[src/rtl/intr_ctrl_pkg.sv]
`default_nettype none
// ============================================================================
// Module   : intr_ctrl_pkg
// Purpose  : Shared constants and types for the intr_ctrl interrupt
//            aggregator. Holds the register word indices, the register
//            data type and the helper that derives the irq_id width.
// Revision : 1.0 - initial release
// ============================================================================
package intr_ctrl_pkg;

   // Word index of each register, taken from reg_addr[3:2]
   localparam logic [1:0] ADDR_STATUS   = 2'd0;
   localparam logic [1:0] ADDR_MASK     = 2'd1;
   localparam logic [1:0] ADDR_CLEAR    = 2'd2;
   localparam logic [1:0] ADDR_EDGE_SEL = 2'd3;

   typedef logic [31:0] reg_data_t;

   // Width needed to encode a source index. A single source still
   // needs one bit.
   function automatic int id_w(input int n_src);
      return (n_src <= 1) ? 1 : $clog2(n_src);
   endfunction

endpackage
`default_nettype wire

[src/rtl/intr_src_detect.sv]
`default_nettype none
// ============================================================================
// Module   : intr_src_detect
// Purpose  : One interrupt source: optional synchroniser, delayed copy
//            (src_q) and the pending bit with level or rising-edge capture.
// Macro    : INTR_CTRL_SYNC_EN - adds a 2-flop synchroniser (reset to 0)
//            in front of the detection logic.
// Ports    : clk      - system clock
//            rst      - asynchronous active-high reset
//            src      - raw interrupt request
//            edge_sel - 1 = rising-edge sticky, 0 = level
//            clr      - write-1-to-clear strobe (edge mode only)
//            pending  - pending state of this source
// Revision : 1.0 - initial release
// ============================================================================
module intr_src_detect (
   input  logic clk,
   input  logic rst,
   input  logic src,
   input  logic edge_sel,
   input  logic clr,
   output logic pending
);

   logic src_s;        // source as seen by the detection logic
   logic src_d, src_q;
   logic pending_d, pending_q;

`ifdef INTR_CTRL_SYNC_EN
   logic sync1_q, sync2_q;

   always_ff @(posedge clk or posedge rst) begin
      if (rst) begin
         sync1_q <= 1'b0;
         sync2_q <= 1'b0;
      end else begin
         sync1_q <= src;
         sync2_q <= sync1_q;
      end
   end

   assign src_s = sync2_q;
`else
   assign src_s = src;
`endif

   always_comb begin
      src_d = src_s;
      if (edge_sel) begin
         // A new edge beats a same-cycle clear.
         pending_d = (src_s & ~src_q) | (pending_q & ~clr);
      end else begin
         pending_d = src_s;
      end
   end

   // src_q resets high so a source already asserted when reset is
   // released is not mistaken for a rising edge.
   always_ff @(posedge clk or posedge rst) begin
      if (rst) begin
         src_q     <= 1'b1;
         pending_q <= 1'b0;
      end else begin
         src_q     <= src_d;
         pending_q <= pending_d;
      end
   end

   assign pending = pending_q;

endmodule
`default_nettype wire

[src/rtl/intr_ctrl.sv]
`default_nettype none
// ============================================================================
// Module   : intr_ctrl
// Purpose  : Interrupt aggregator. Collects N_SRC sources, applies per-source
//            level/edge detection, pending capture and masking, and drives a
//            registered IRQ plus the lowest-index active source ID.
// Macro    : INTR_CTRL_SYNC_EN - synchronise src inside each source slice.
// Ports    : clk, rst            - clock, asynchronous active-high reset
//            src                 - raw interrupt requests
//            reg_we / reg_re     - single-cycle write / read strobes
//            reg_addr            - byte address, [3:2] selects register
//            reg_wdata           - write data
//            reg_rdata/rvalid    - read response, valid for one cycle
//            irq / irq_id        - aggregated request and source ID
// Registers: 0 STATUS (RO), 1 MASK (RW), 2 CLEAR (W1C), 3 EDGE_SEL (RW)
// Revision : 1.0 - initial release
// ============================================================================
module intr_ctrl
   import intr_ctrl_pkg::*;
#(
   parameter int N_SRC = 8,
   parameter int ID_W  = id_w(N_SRC)
) (
   input  logic             clk,
   input  logic             rst,
   input  logic [N_SRC-1:0] src,
   input  logic             reg_we,
   input  logic             reg_re,
   input  logic [3:0]       reg_addr,
   input  logic [31:0]      reg_wdata,
   output logic [31:0]      reg_rdata,
   output logic             reg_rvalid,
   output logic             irq,
   output logic [ID_W-1:0]  irq_id
);

   logic [N_SRC-1:0] pending;
   logic [N_SRC-1:0] clr_vec;
   logic [N_SRC-1:0] active;

   logic [N_SRC-1:0] mask_d, mask_q;
   logic [N_SRC-1:0] edge_sel_d, edge_sel_q;
   reg_data_t        rdata_d, rdata_q;
   logic             rvalid_d, rvalid_q;
   logic             irq_d, irq_q;
   logic [ID_W-1:0]  irq_id_d, irq_id_q;

   logic [1:0]       word;
   logic             unused_bits;

   assign word = reg_addr[3:2];

   // Byte-offset bits and data bits above N_SRC carry no meaning.
   assign unused_bits = ^{reg_addr[1:0], reg_wdata};

   // ---------------------------------------------------------------------
   // Per-source detection
   // ---------------------------------------------------------------------
   assign clr_vec = (reg_we && word == ADDR_CLEAR) ? reg_wdata[N_SRC-1:0]
                                                   : '0;

   for (genvar gi = 0; gi < N_SRC; gi++) begin : g_src
      intr_src_detect u_det (
         .clk      (clk),
         .rst      (rst),
         .src      (src[gi]),
         .edge_sel (edge_sel_q[gi]),
         .clr      (clr_vec[gi]),
         .pending  (pending[gi])
      );
   end

   // ---------------------------------------------------------------------
   // Register file; reads see the values from before a same-cycle write
   // ---------------------------------------------------------------------
   always_comb begin
      mask_d     = mask_q;
      edge_sel_d = edge_sel_q;
      rdata_d    = rdata_q;
      rvalid_d   = reg_re;

      if (reg_we) begin
         if (word == ADDR_MASK)     mask_d     = reg_wdata[N_SRC-1:0];
         if (word == ADDR_EDGE_SEL) edge_sel_d = reg_wdata[N_SRC-1:0];
      end

      if (reg_re) begin
         case (word)
            ADDR_STATUS:   rdata_d = reg_data_t'(pending);
            ADDR_MASK:     rdata_d = reg_data_t'(mask_q);
            ADDR_EDGE_SEL: rdata_d = reg_data_t'(edge_sel_q);
            default:       rdata_d = '0;
         endcase
      end
   end

   // ---------------------------------------------------------------------
   // Priority encoder: lowest index wins, so scan downwards and let the
   // last hit overwrite.
   // ---------------------------------------------------------------------
   assign active = pending & mask_q;

   always_comb begin
      irq_d    = |active;
      irq_id_d = '0;
      for (int i = N_SRC - 1; i >= 0; i--) begin
         if (active[i]) irq_id_d = ID_W'(i);
      end
   end

   always_ff @(posedge clk or posedge rst) begin
      if (rst) begin
         mask_q     <= '0;
         edge_sel_q <= '0;
         rdata_q    <= '0;
         rvalid_q   <= 1'b0;
         irq_q      <= 1'b0;
         irq_id_q   <= '0;
      end else begin
         mask_q     <= mask_d;
         edge_sel_q <= edge_sel_d;
         rdata_q    <= rdata_d;
         rvalid_q   <= rvalid_d;
         irq_q      <= irq_d;
         irq_id_q   <= irq_id_d;
      end
   end

   assign reg_rdata  = rdata_q;
   assign reg_rvalid = rvalid_q;
   assign irq        = irq_q;
   assign irq_id     = irq_id_q;

endmodule
`default_nettype wire
[config.mk]
export PLATFORM = sky130hd
export DESIGN_NAME = intr_ctrl
export DESIGN_NICKNAME = d
export VERILOG_FILES = /design/src/rtl/intr_ctrl_pkg.sv /design/src/rtl/intr_src_detect.sv /design/src/rtl/intr_ctrl.sv
export SDC_FILE = /design/constraint.sdc
export NUM_CORES = 1
export LEC_CHECK = 0
export BUFFER_PORTS_ARGS = -buffer_cell sky130_fd_sc_hd__buf_2
export CAP_MARGIN = 10
export CORE_UTILIZATION = 53
export CTS_BUF_LIST = sky130_fd_sc_hd__clkbuf_8
export DETAILED_ROUTE_END_ITERATION = 8
export PLACE_DENSITY_LB_ADDON = 0.15
export SYNTH_ARGS = -nofsm -noshare
export SYNTH_HDL_FRONTEND = slang
export SYNTH_SLANG_ARGS = --single-unit
[constraint.sdc]
create_clock -name clk -period 3.4 [get_ports clk]
set_clock_uncertainty 0.2 [all_clocks]
set_input_delay 0.68 -clock clk [delete_from_list [all_inputs] [get_ports clk]]
set_output_delay 0.68 -clock clk [all_outputs]
set_load 0.01 [all_outputs]
Word level (Yosys, flattened, before mapping) --
Cells that the tools add are included. Widths: inputs -> output; s select.
Storage, ports and cells: register bits 69, bits in latches 0, RAM bits 0, bits in read-only memories 0, bits of input ports 48, output and inout port bits 37, word-level logic and storage cells 89, memories kept 0
Operators by class: $add $sub $neg 0, $mul 0, divide/modulo/power cells 0, $lt $le $gt $ge 0, equality and inequality tests 3, shift-type cells 0, muxes and demuxes 18, bitwise gates (word level) 41, reduce and logical (&&, ||, !) cells 5
Operators with widths (count):
- $mux 3 | 8
- $pmux 8 s3 | 1
- $and 1x1->1 | 16
- $not 1->1 | 16
- $and 8x8->8 | 1
- $mux 1 | 8
- $mux 8 | 1
- $or 1x1->1 | 8
- $reduce_or 8->1 | 1
- $eq 2x2->1 const B | 2
- $reduce_and 2->1 | 2
- $eq 2x1->1 const B | 1
- $logic_not 2->1 | 1
- $logic_and 1x1->1 | 1

Longest topological paths before layout --
Gate-level depths: netlist of run 1.
depth in word-level cells 9, mapped depth 5, depth with buffers taken out 3

By module --
A second synthesis of run 1 with hierarchy kept.
Unflattened totals: cell total of the unflattened synthesis 187, area total of the unflattened synthesis 2208.4 um^2
By module, submodules not included:
- intr_ctrl | instances 1, cells an instance 139, area an instance 1587.8 um^2, seq. area each 725.7 um^2
- intr_src_detect | instances 8, cells an instance 6, area an instance 77.6 um^2, seq. area each 51.3 um^2

Worst setup path after synthesis of run 1 --
No wires, ideal clock.
path kind input to register, from input reg_addr[2], to register g_src[0].u_det.pending_q, setup time 0.122 ns, data arrival time 1.419 ns, required time 3.078 ns, slack 1.659 ns, cell stages on the path 5, path buffers 2, path through buf_6 > and3b_1 > buf_6 > nand2_1 > a32o_1
On the way: cells in the longest elaborated chain, start to end 7
RTL lines:
- start: declaration | RTL line intr_ctrl.sv:29 | input logic [3:0] reg_addr,
- $eq 2x2->1 | RTL line intr_ctrl.sv:59 | assign clr_vec = (reg_we && word == ADDR_CLEAR) ? reg_wdata[N_SRC-1:0]
- $logic_and 1x1->1 | RTL line intr_ctrl.sv:59
- $mux 8 | RTL line intr_ctrl.sv:59
- $not 1->1 | RTL line intr_src_detect.sv:51 | pending_d = (src_s & ~src_q) | (pending_q & ~clr);
- $and 1x1->1 | RTL line intr_src_detect.sv:51
- $or 1x1->1 | RTL line intr_src_detect.sv:51
- $mux 1 | RTL line intr_src_detect.sv:49 | if (edge_sel) begin
- named net g_src[0].u_det.pending_d | RTL line intr_src_detect.sv:27 | logic pending_d, pending_q;
- end signal: assignment | RTL line intr_src_detect.sv:65 | pending_q <= pending_d;
- end: declaration | RTL line intr_src_detect.sv:27
The timed path passes the listed nets, and every way through them passes these cells. A chain may end at the register's enable or synchronous reset.

Worst setup path in the final report of run 1 --
from input reg_addr[2], to register edge_sel_q[6]
On the way: cells in the longest elaborated chain, start to end 2
RTL lines:
- $eq 2x2->1 | RTL line intr_ctrl.sv:84 | if (word == ADDR_EDGE_SEL) edge_sel_d = reg_wdata[N_SRC-1:0];
- $reduce_and 2->1 (no source line)
- end signal: assignment | RTL line intr_ctrl.sv:121 | edge_sel_q <= edge_sel_d;
- end: declaration | RTL line intr_ctrl.sv:42 | logic [N_SRC-1:0] edge_sel_d, edge_sel_q;
No other way between the ends.

==> run_results.csv, run 1 <==
group,metric,value,unit
run_status,status,"finished clean",
synth,yosysTopAreaCell,"dfrtp_1",
setup_path,ff2ff_path_depth,3,
synth,ys_top_cells_by_area,"dfrtp_1, dfstp_2, buf_4",
final_layout,fin_nets,255,
global_routing,grt.met1_usage,27.06,%
clock_tree,clock_latency,0.29,ns
timing,slew-limit-headroom,34.78,%
detailed_routing,ant_nets,0,
placement,dp_hpwl,2771,um
synth,netlist_instances,172,
global_routing,grtUsageMet3,5.986,%
final_layout,fill_cells,317,
clock_tree,clock-sinks,45,
placement,port_buffers,34,
global_routing,busiest_layer,"met2",
floorplanning,coreArea,3716,um2
setup_path,r2r_end,"irq_id[1]",
power_and_ir_drop,powerDensity,559.5,nW/um2
floorplanning,die-area,4202,um2
setup_path,critical_path_class,"in2reg",
final_layout,layout-area-overhead-vs-synth,8.732,%
synth,syn-cell-area,2092,um2
setup_path,worst_setup_path_start_kind,"primary input",
clock_tree,hold_buffers,0,
setup_path,path_cells,"buf_2 > nand3_2 > mux2_2",
global_routing,grt_max_degree,28,
detailed_routing,via_per_inst,5.357,
synth,syn_avg_cell_area,12.16,um2
clock_tree,cts_tree,"yes",
setup_path,cp-end-kind,"flop",
final_layout,drive_gt1_share,32.85,%
floorplanning,num_io_pins,85,
clock_tree,htreeDepth,2,
floorplanning,start_util,56.30,%
timing,post-route-period-util,54.96,%
detailed_routing,post_drt_wl_per_cell,14.96,um
synth,ys_seq_area_share,54.31,%
synth,netlist-cell-type-count,28,
timing,worstMarginPinSlew,0.9773,ns
synth,synth_top_area_share,44.26,%
final_layout,final_util,61.21,%
final_layout,antennaDiodeCount,0,
floorplanning,die_w,64.83,um
detailed_routing,drc,0,
synth,synth-warning-count,0,
timing,rsz0062_at_grt,"false",
global_routing,gr-total-overflow,0,
clock_tree,cts_setup_buffers,0,
hold_path,hold_class,"reg2reg",
setup_path,crit_slowest_cell,"buf_2",
run,max-cap-violations,0,
global_routing,grtUsageMet2,31.38,%
clock_tree,numCtsBuffers,5,
detailed_routing,vias,1366,
hold_path,min_delay_path_depth,1,
placement,gp_congestion,0.8063,
floorplanning,rows,22,
global_routing,grt_pass1_vias,1271,
synth,synth-seq-cells,45,
final_layout,final_common_cell,"dfrtp_1",
clock_tree,cts_resized,0,
setup_path,crit_fanout,19,
clock_tree,clkTransAtPathRegs,0.08,ns
timing,finalSetupViolations,0,
global_routing,antenna_found_initial,0,
setup_path,required,3.38,ns
timing,drv_slew,0,
final_layout,final_cell_mix,"dfrtp_1, buf_2, conb_1, nand2_1, mux2_2",
floorplanning,die_y,64.83,um
power_and_ir_drop,peakVddDrop,314.4,uV
timing,fmax,535.2,MHz
setup_path,rr_startpoint,"g_src[7].u_det.pending",
hold_path,min-delay-start,"reg_rdata[1]",
timing,final.setup.tns,0,ns
detailed_routing,drtIter0Drc,21,
global_routing,grt_pass1_wl,6196,um
setup_path,worst-r2r-setup-slack,2.04,ns
timing,hold_viol_final,0,
setup_path,slowest_delay,0.41,ns
clock_tree,clockBufferDepth,2,
final_layout,stdcell_count,255,
detailed_routing,wirelength,3814,um
setup_path,arrival,1.84,ns
power_and_ir_drop,leakage,0.001049,uW
global_routing,grt_use_total,20.09,%
placement,dp.cells,248,
hold_path,hold_end,"reg_rdata[1]",
clock_tree,cts.root.buffer_cell,"clkbuf_8",
timing,period_minus_slack,1.869,ns
detailed_routing,first_pass_iters,3,
-- worst max-delay path: cells and delay by family --
kind | cells | cell delay, ns
simple gates | 1 | 0.37
buf+inv | 1 | 0.41
mux | 1 | 0.38
-- registers in the layout, summed over array words and instances (netlist names) --
| signal | flops |
|---|---|
| edge_sel_q | 8 |
| g_src.u_det.pending | 8 |
| g_src.u_det.src_q | 8 |
| mask_q | 8 |
| reg_rvalid | 1 |
| irq | 1 |
| reg_rdata | 8 |
| irq_id | 3 |
-- layer usage --
layer	share of wire [%]	wire length (um)	vias to the layer above
met3	4.8	183	4
met1	46	1760	679
met2	48	1836	45
li1	-	-	638
met4	0.89	34	0
met5	0	0	-
-- cells in the mapped netlist --
| library cell | count |
|---|---|
| clkbuf_8 | 1 |
| and2_1 | 1 |
| nand3b_4 | 1 |
| inv_1 | 1 |
| nand3_2 | 1 |
| o21a_1 | 8 |
| nand4_1 | 1 |
| a22oi_1 | 2 |
| dfstp_2 | 8 |
| a221oi_1 | 2 |
| nor2_1 | 1 |
| nor2b_1 | 1 |
| a32oi_1 | 2 |
| nand3_1 | 9 |
| clkbuf_1 | 1 |
| buf_4 | 24 |
| and3b_1 | 1 |
| o21ai_0 | 1 |
| a32o_1 | 8 |
| conb_1 | 1 |
| a22o_1 | 1 |
| o211ai_1 | 8 |
| mux2_2 | 16 |
| nand2_1 | 22 |
| dfrtp_1 | 37 |
| buf_6 | 2 |
| buf_2 | 3 |
| mux2i_1 | 8 |
-- worst max path at each step --
stage                     depth (start not counted)   startpoint                      to  slack [ns]
after floorplan                                   1          rst           edge_sel_q[0]        1.47
after global placement                            4  reg_addr[2]  g_src[1].u_det.pending        1.26
after detailed placement                          4  reg_addr[2]  g_src[4].u_det.pending        1.23
after CTS                                         4  reg_addr[2]  g_src[7].u_det.pending        1.53
after global routing                              4  reg_addr[2]  g_src[7].u_det.pending        1.46
final                                             3  reg_addr[2]           edge_sel_q[6]        1.53
-- power by group --
part	internal, uW	switching, uW	total [uW]
clock	158	160	318
combinational	124	130	253
sequential	628	72.7	701
total	910	363	1270
-- metrics by stage --
stage          hold slack, ns  instance area (um2)  setup slack, ns  total power (uW)
2_1_floorplan          0.3001                 2178            1.474             892.8
3_3_place_gp           0.2553                 2188            1.260             949.5
3_5_place_dp           0.2670                 2188            1.230             966.4
4_1_cts                0.2842                 2275            1.535              1285
5_1_grt                0.2809                 2275            1.460              1343
6_report               0.2804                 2275            1.531              1273
-- area by class of cell --
class | count | area, um2 | share of cell area [%]
Clock inverter | 1 | 3.754 | 0.1650
Clock buffer | 6 | 82.58 | 3.630
Tap cell | 48 | 60.06 | 2.640
Timing Repair Buffer | 36 | 185.2 | 8.141
Multi-Input combinational cell | 118 | 803.3 | 35.31
Sequential cell | 45 | 1136 | 49.95
Inverter | 1 | 3.754 | 0.1650
-- cells by family (layout without fill, tap and decap cells) --
kind of cell | count (synthesis) | in the layout | share of synthesized area [%]
buf+inv | 32 | 44 | 11.42
other cells | 1 | 24 | 0.1793
mux | 24 | 24 | 12.44
compound gates | 32 | 32 | 12.62
flops | 45 | 45 | 54.31
simple gates | 38 | 38 | 9.032
Power figures use the tool's default switching activity.
==> run 2: changes to the inputs <==
Settings changed: ABC_AREA set to 1, CORE_UTILIZATION 53 to 50.
Clock period 3.4 ns to 1.8 ns, I/O delays scaled along.
==> run 2 against run 1 <==
  * Sequential power up 80%
  * Clock-buffer cell count decreased by 1
  * Wire length fell by 9.2%
==> run_results.csv, run 2 <==
group,metric,value,unit
setup_path,crit_fanout,2,
global_routing,antenna_found_initial,0,
floorplanning,die-area,4478,um2
placement,dp.cells,302,
setup_path,worst-r2r-setup-slack,0.62,ns
final_layout,final_cell_mix,"nand2_1, dfrtp_1, buf_2, conb_1, o21ai_2",
global_routing,grt_pass1_wl,5782,um
timing,drv_slew,0,
detailed_routing,drtIter0Drc,66,
setup_path,required,1.24,ns
floorplanning,die_w,66.92,um
setup_path,worst_setup_path_start_kind,"flop",
floorplanning,start_util,52.30,%
synth,synth-seq-cells,45,
synth,syn_avg_cell_area,9.577,um2
global_routing,grt_use_total,18.19,%
synth,synthTopCellsByCount,"nand2_1, dfrtp_1, buf_4",
synth,syn-cell-area,2107,um2
timing,setup_ws,0.4221,ns
setup_path,cp_top_family,"flip-flops",
clock_tree,clock_latency,0.29,ns
setup_path,critical_path_class,"reg2out",
power_and_ir_drop,fin_total_pwr,2304,uW
synth,netlist-cell-type-count,19,
setup_path,path_cells,"buf_2",
placement,port_buffers,34,
synth,yosysTopAreaCell,"dfrtp_1",
detailed_routing,vias,1464,
setup_path,arrival,0.82,ns
synth,synth_flop_cell,"dfrtp_1",
run_status,status,"finished clean",
clock_tree,htreeDepth,2,
timing,period_minus_slack,1.378,ns
synth,synth_top_area_share,43.94,%
power_and_ir_drop,peakVddDrop,542.1,uV
synth,netlist_instances,220,
power_and_ir_drop,powerDensity,953.1,nW/um2
timing,post-route-period-util,76.55,%
global_routing,grt_max_degree,46,
placement,gp_congestion,0.7411,
synth,synth-warning-count,0,
final_layout,drive_gt1_share,28.62,%
hold_path,hold_class,"in2reg",
timing,finalSetupViolations,0,
floorplanning,coreArea,4029,um2
placement,dp_slack,0.2564,ns
run,max-cap-violations,0,
synth,ys_seq_area_share,53.92,%
setup_path,cp-end-kind,"primary output",
floorplanning,die_y,66.92,um
detailed_routing,post_drt_wl_per_cell,10.86,um
final_layout,layout-area-overhead-vs-synth,14.73,%
timing,fmax,725.7,MHz
final_layout,final_cell_area,2417,um2
detailed_routing,first_pass_iters,5,
clock_tree,cts.root.buffer_cell,"clkbuf_8",
clock_tree,clkTransAtPathRegs,0.08,ns
global_routing,gr-total-overflow,0,
setup_path,slowest_delay,0.39,ns
floorplanning,rows,23,
setup_path,crit_slowest_cell,"dfrtp_1",
detailed_routing,via_per_inst,4.589,
clock_tree,clock-sinks,45,
synth,yosysMostFrequentCell,"nand2_1",
final_layout,final_common_cell,"nand2_1",
clock_tree,cts_resized,0,
final_layout,fin_nets,316,
timing,final.setup.tns,0,ns
timing,rsz0062_at_grt,"false",
clock_tree,clockBufferDepth,2,
synth,synth_edf_count,0,
detailed_routing,drc,0,
detailed_routing,wirelength,3463,um
power_and_ir_drop,leakage,0.001287,uW
placement,dp_hpwl,2509,um
final_layout,antennaDiodeCount,0,
setup_path,path_buf_inv,1,
placement,placed_area,2247,um2
floorplanning,num_io_pins,85,
timing,hold_viol_final,0,
clock_tree,cts_tree,"yes",
synth,ys_top_cells_by_area,"dfrtp_1, nand2_1, dfstp_2",
synth,async_reset_ff_share,100.0,%
final_layout,stdcell_count,319,
clock_tree,numCtsBuffers,5,
global_routing,grt_pass1_vias,1258,
detailed_routing,ant_nets,0,
[run 2: layer usage]
layer,global-route usage (%),wire [um],vias up
met2,26.26,1513,50
met1,24.84,1711,658
met3,5.651,171,6
li1,-,-,750
met4,7.979,67,0
met5,0,0,-
[run 2: final cells by class]
cell class                 instances  area [um2]
sequential                        45        1136
inverter                          13       48.80
multi-input combinational        158       802.0
tap                               50       62.56
timing repair buffer              45       287.8
clock buffer                       5       68.82
clock inverter                     3       11.26
fill                             358        1612
[run 2: logic make-up (layout without fill, tap and decap cells)]
logic type | count (synthesis) | in the layout | share of synthesized area, %
other | 1 | 24 | 0.1780
multiplexers | 8 | 8 | 4.276
buffers and inverters | 40 | 66 | 12.11
flip-flops | 45 | 45 | 53.92
AO/OA/AOI/OAI | 26 | 26 | 10.04
AND/OR/NAND/NOR | 100 | 100 | 19.48
[run 2: where the power goes]
group | switching (uW) | leakage [uW] | internal (uW)
clock network | 307 | 0.0000519 | 259
registers | 94.2 | 0.000539 | 1170
logic | 271 | 0.000696 | 204
[run 2: path summary, 6_finish.rpt]
| kind | from | endpoint | depth (start not counted) |
|---|---|---|---|
| setup / recovery | reg_rdata[3] | reg_rdata[3] | 1 |
| hold / removal | reg_re | reg_rvalid | 1 |
| setup reg to reg | edge_sel_q[0] | reg_rdata[0] | 3 |
| hold reg to reg | reg_rdata[4] | reg_rdata[4] | 1 |
| max in group asynchronous | rst | g_src[0].u_det.src_q | 4 |
| min in group asynchronous | rst | reg_rdata[2] | 4 |
[run 2: repair_timing]
action	CTS	global route
buffers inserted	0	0
hold buffers	9	0
endpoints found under the setup margin	0	0
hold endpoints to repair	45	0
[run 2: through the flow]
step	util [%]	hold WS, ns
floorplan	-	0.1645
global placement	55.78	0.2137
finish	60.00	0.09896
detailed placement	55.78	0.2120
global route	60.00	0.08791
CTS	60.00	0.09063
==> run 3: changes to the inputs <==
Clock period 1.8 ns to 1.4 ns, I/O delays scaled along.
==> run 3 against run 2 <==
  * Clock power increased by 53%
  * Setup slack got worse by 0.31 ns
  * Largest power group unchanged
  * Sequential cell count unchanged
  * Critical endpoint is now reg_rdata[5]
  * Core utilization increased by 0.81 points
  * Highest routed layer unchanged
  * Combinational power increased by 29%
  * Largest cell class unchanged
  * Register-to-register slack got worse by 0.41 ns
  * Die area unchanged
  * Wire length increased by 3.2%
  * Clock-buffer cell count increased by 2
  * Sequential power increased by 29%
  * Via count increased by 1.4%
  * Sequential share of layout area decreased by 0.62 points
==> run_results.csv, run 3 (synthesis gave the netlist of run 2 again) <==
group,metric,value,unit
power_and_ir_drop,power.net_switching,892.3,uW
setup_path,critical_path_class,"reg2out",
detailed_routing,drtIter0Drc,76,
detailed_routing,vias,1484,
setup_path,arrival,0.81,ns
global_routing,grt_pass1_wl,5637,um
power_and_ir_drop,power_frac_seq,52.3,%
clock_tree,cts_tree,"yes",
timing,drv_slew,0,
setup_path,worst_setup_path_start_kind,"flop",
power_and_ir_drop,leakage,0.001292,uW
clock_tree,clkTransAtPathRegs,0.08,ns
floorplanning,coreArea,4029,um2
floorplanning,die_y,66.92,um
power_and_ir_drop,p_comb_share,19.7,%
floorplanning,rows,23,
setup_path,path_buf_inv,1,
hold_path,hold_class,"in2reg",
final_layout,drive_gt1_share,30.37,%
final_layout,antennaDiodeCount,0,
floorplanning,num_io_pins,85,
global_routing,grt_pass1_vias,1268,
detailed_routing,post_drt_wl_per_cell,11.17,um
placement,dp_hpwl,2503,um
timing,slew-limit-headroom,61.29,%
floorplanning,die_w,66.92,um
clock_tree,clock-sinks,45,
final_layout,final_common_cell,"nand2_1",
timing,period_minus_slack,1.293,ns
clock_tree,clockBufferDepth,2,
timing,finalSetupViolations,0,
setup_path,cp-end-kind,"primary output",
setup_path,cp_top_family,"flip-flops",
power_and_ir_drop,clockPowerShare,28.0,%
final_layout,layout-area-overhead-vs-synth,16.27,%
placement,gp_congestion,0.7553,
power_and_ir_drop,powerDensity,1267,nW/um2
timing,hold_viol_final,0,
detailed_routing,ant_nets,0,
final_layout,final_cell_mix,"nand2_1, dfrtp_1, buf_2, conb_1, o21ai_2",
detailed_routing,first_pass_iters,4,
detailed_routing,via_per_inst,4.638,
placement,port_buffers,34,
timing,post-route-period-util,92.33,%
final_layout,multi_input_area,802.0,um2
clock_tree,cts.root.buffer_cell,"clkbuf_8",
final_layout,fill_cells,362,
timing,worstMarginPinSlew,0.5786,ns
power_and_ir_drop,internal_power,2213,uW
power_and_ir_drop,peakVddDrop,842.0,uV
setup_path,crit_fanout,2,
timing,rsz0062_at_grt,"false",
run_status,status,"finished clean",
run,max-cap-violations,0,
clock_tree,clock_latency,0.30,ns
placement,dp_slack,-0.1443,ns
setup_path,required,0.92,ns
timing,final.setup.tns,0,ns
power_and_ir_drop,switching_share,28.74,%
detailed_routing,drc,0,
detailed_routing,wirelength,3575,um
final_layout,regArea,1136,um2
floorplanning,die-area,4478,um2
global_routing,grt_max_degree,46,
setup_path,slowest_delay,0.38,ns
global_routing,antenna_found_initial,0,
timing,setup_ws,0.1073,ns
clock_tree,htreeDepth,2,
global_routing,gr-total-overflow,0,
final_layout,fin_nets,317,
clock_tree,cts_resized,0,
setup_path,crit_slowest_cell,"dfrtp_1",
timing,fmax,773.6,MHz
floorplanning,start_util,52.30,%
setup_path,path_cells,"buf_2",
clock_tree,numCtsBuffers,5,
global_routing,grt_use_total,17.81,%
==> run 3: final cells by class <==
class                           count  share of cell area (%)
Inverter                           13                   2.145
Sequential cell                    45                   46.37
Clock buffer                        7                   3.933
Timing Repair Buffer               46                   12.05
Clock inverter                      1                  0.2043
Tap cell                           50                   2.554
Multi-Input combinational cell    158                   32.74
==> run 3: power by group through the flow <==
stage                     clock (uW)  sequential, uW  combinational, uW
after floorplan                    0            1670                423
after global placement             0            1650                583
after detailed placement           0            1650                600
after CTS                        887            1630                619
after global routing             935            1660                694
final                            868            1630                611
==> run 3: worst paths after layout <==
| kind | depth (start not counted) | endpoint | start | slack, ns |
|---|---|---|---|---|
| worst min-delay path | 1 | reg_rvalid | reg_re | 0.01 |
| worst max register to register | 3 | reg_rdata[3] | edge_sel_q[3] | 0.21 |
| min in group asynchronous | 4 | mask_q[1] | rst | 0.38 |
| max in group asynchronous | 4 | g_src[0].u_det.src_q | rst | 0.36 |
| worst min register to register | 1 | reg_rdata[7] | reg_rdata[7] | 0.31 |
| worst max-delay path | 1 | reg_rdata[5] | reg_rdata[5] | 0.11 |
==> run 3: through the flow <==
stage                     util (%)  instances  power, uW  instance area (um2)  hold slack [ns]
final                        60.81        320       3105                 2450          0.01102
after global placement       56.06        303       2231                 2258           0.1500
after global routing         60.81        320       3285                 2450          0.01070
after detailed placement     56.06        303       2251                 2258           0.1574
after floorplan                  -        243       2091                 2197          0.08448
after CTS                    60.81        320       3133                 2450          0.01591
==> run 3: what timing repair did <==
action                                 CTS  global route
endpoints found under the hold margin   48             0
hold buffers                             9             0
setup buffers                            0             0
==> run 3: metal layers <==
layer	GRT usage, %	vias to the layer above	wire length [um]
met2	26.52	52	1572
met1	23.08	669	1731
met4	11.17	0	85
li1	-	756	-
met5	0	-	0
met3	4.281	7	185
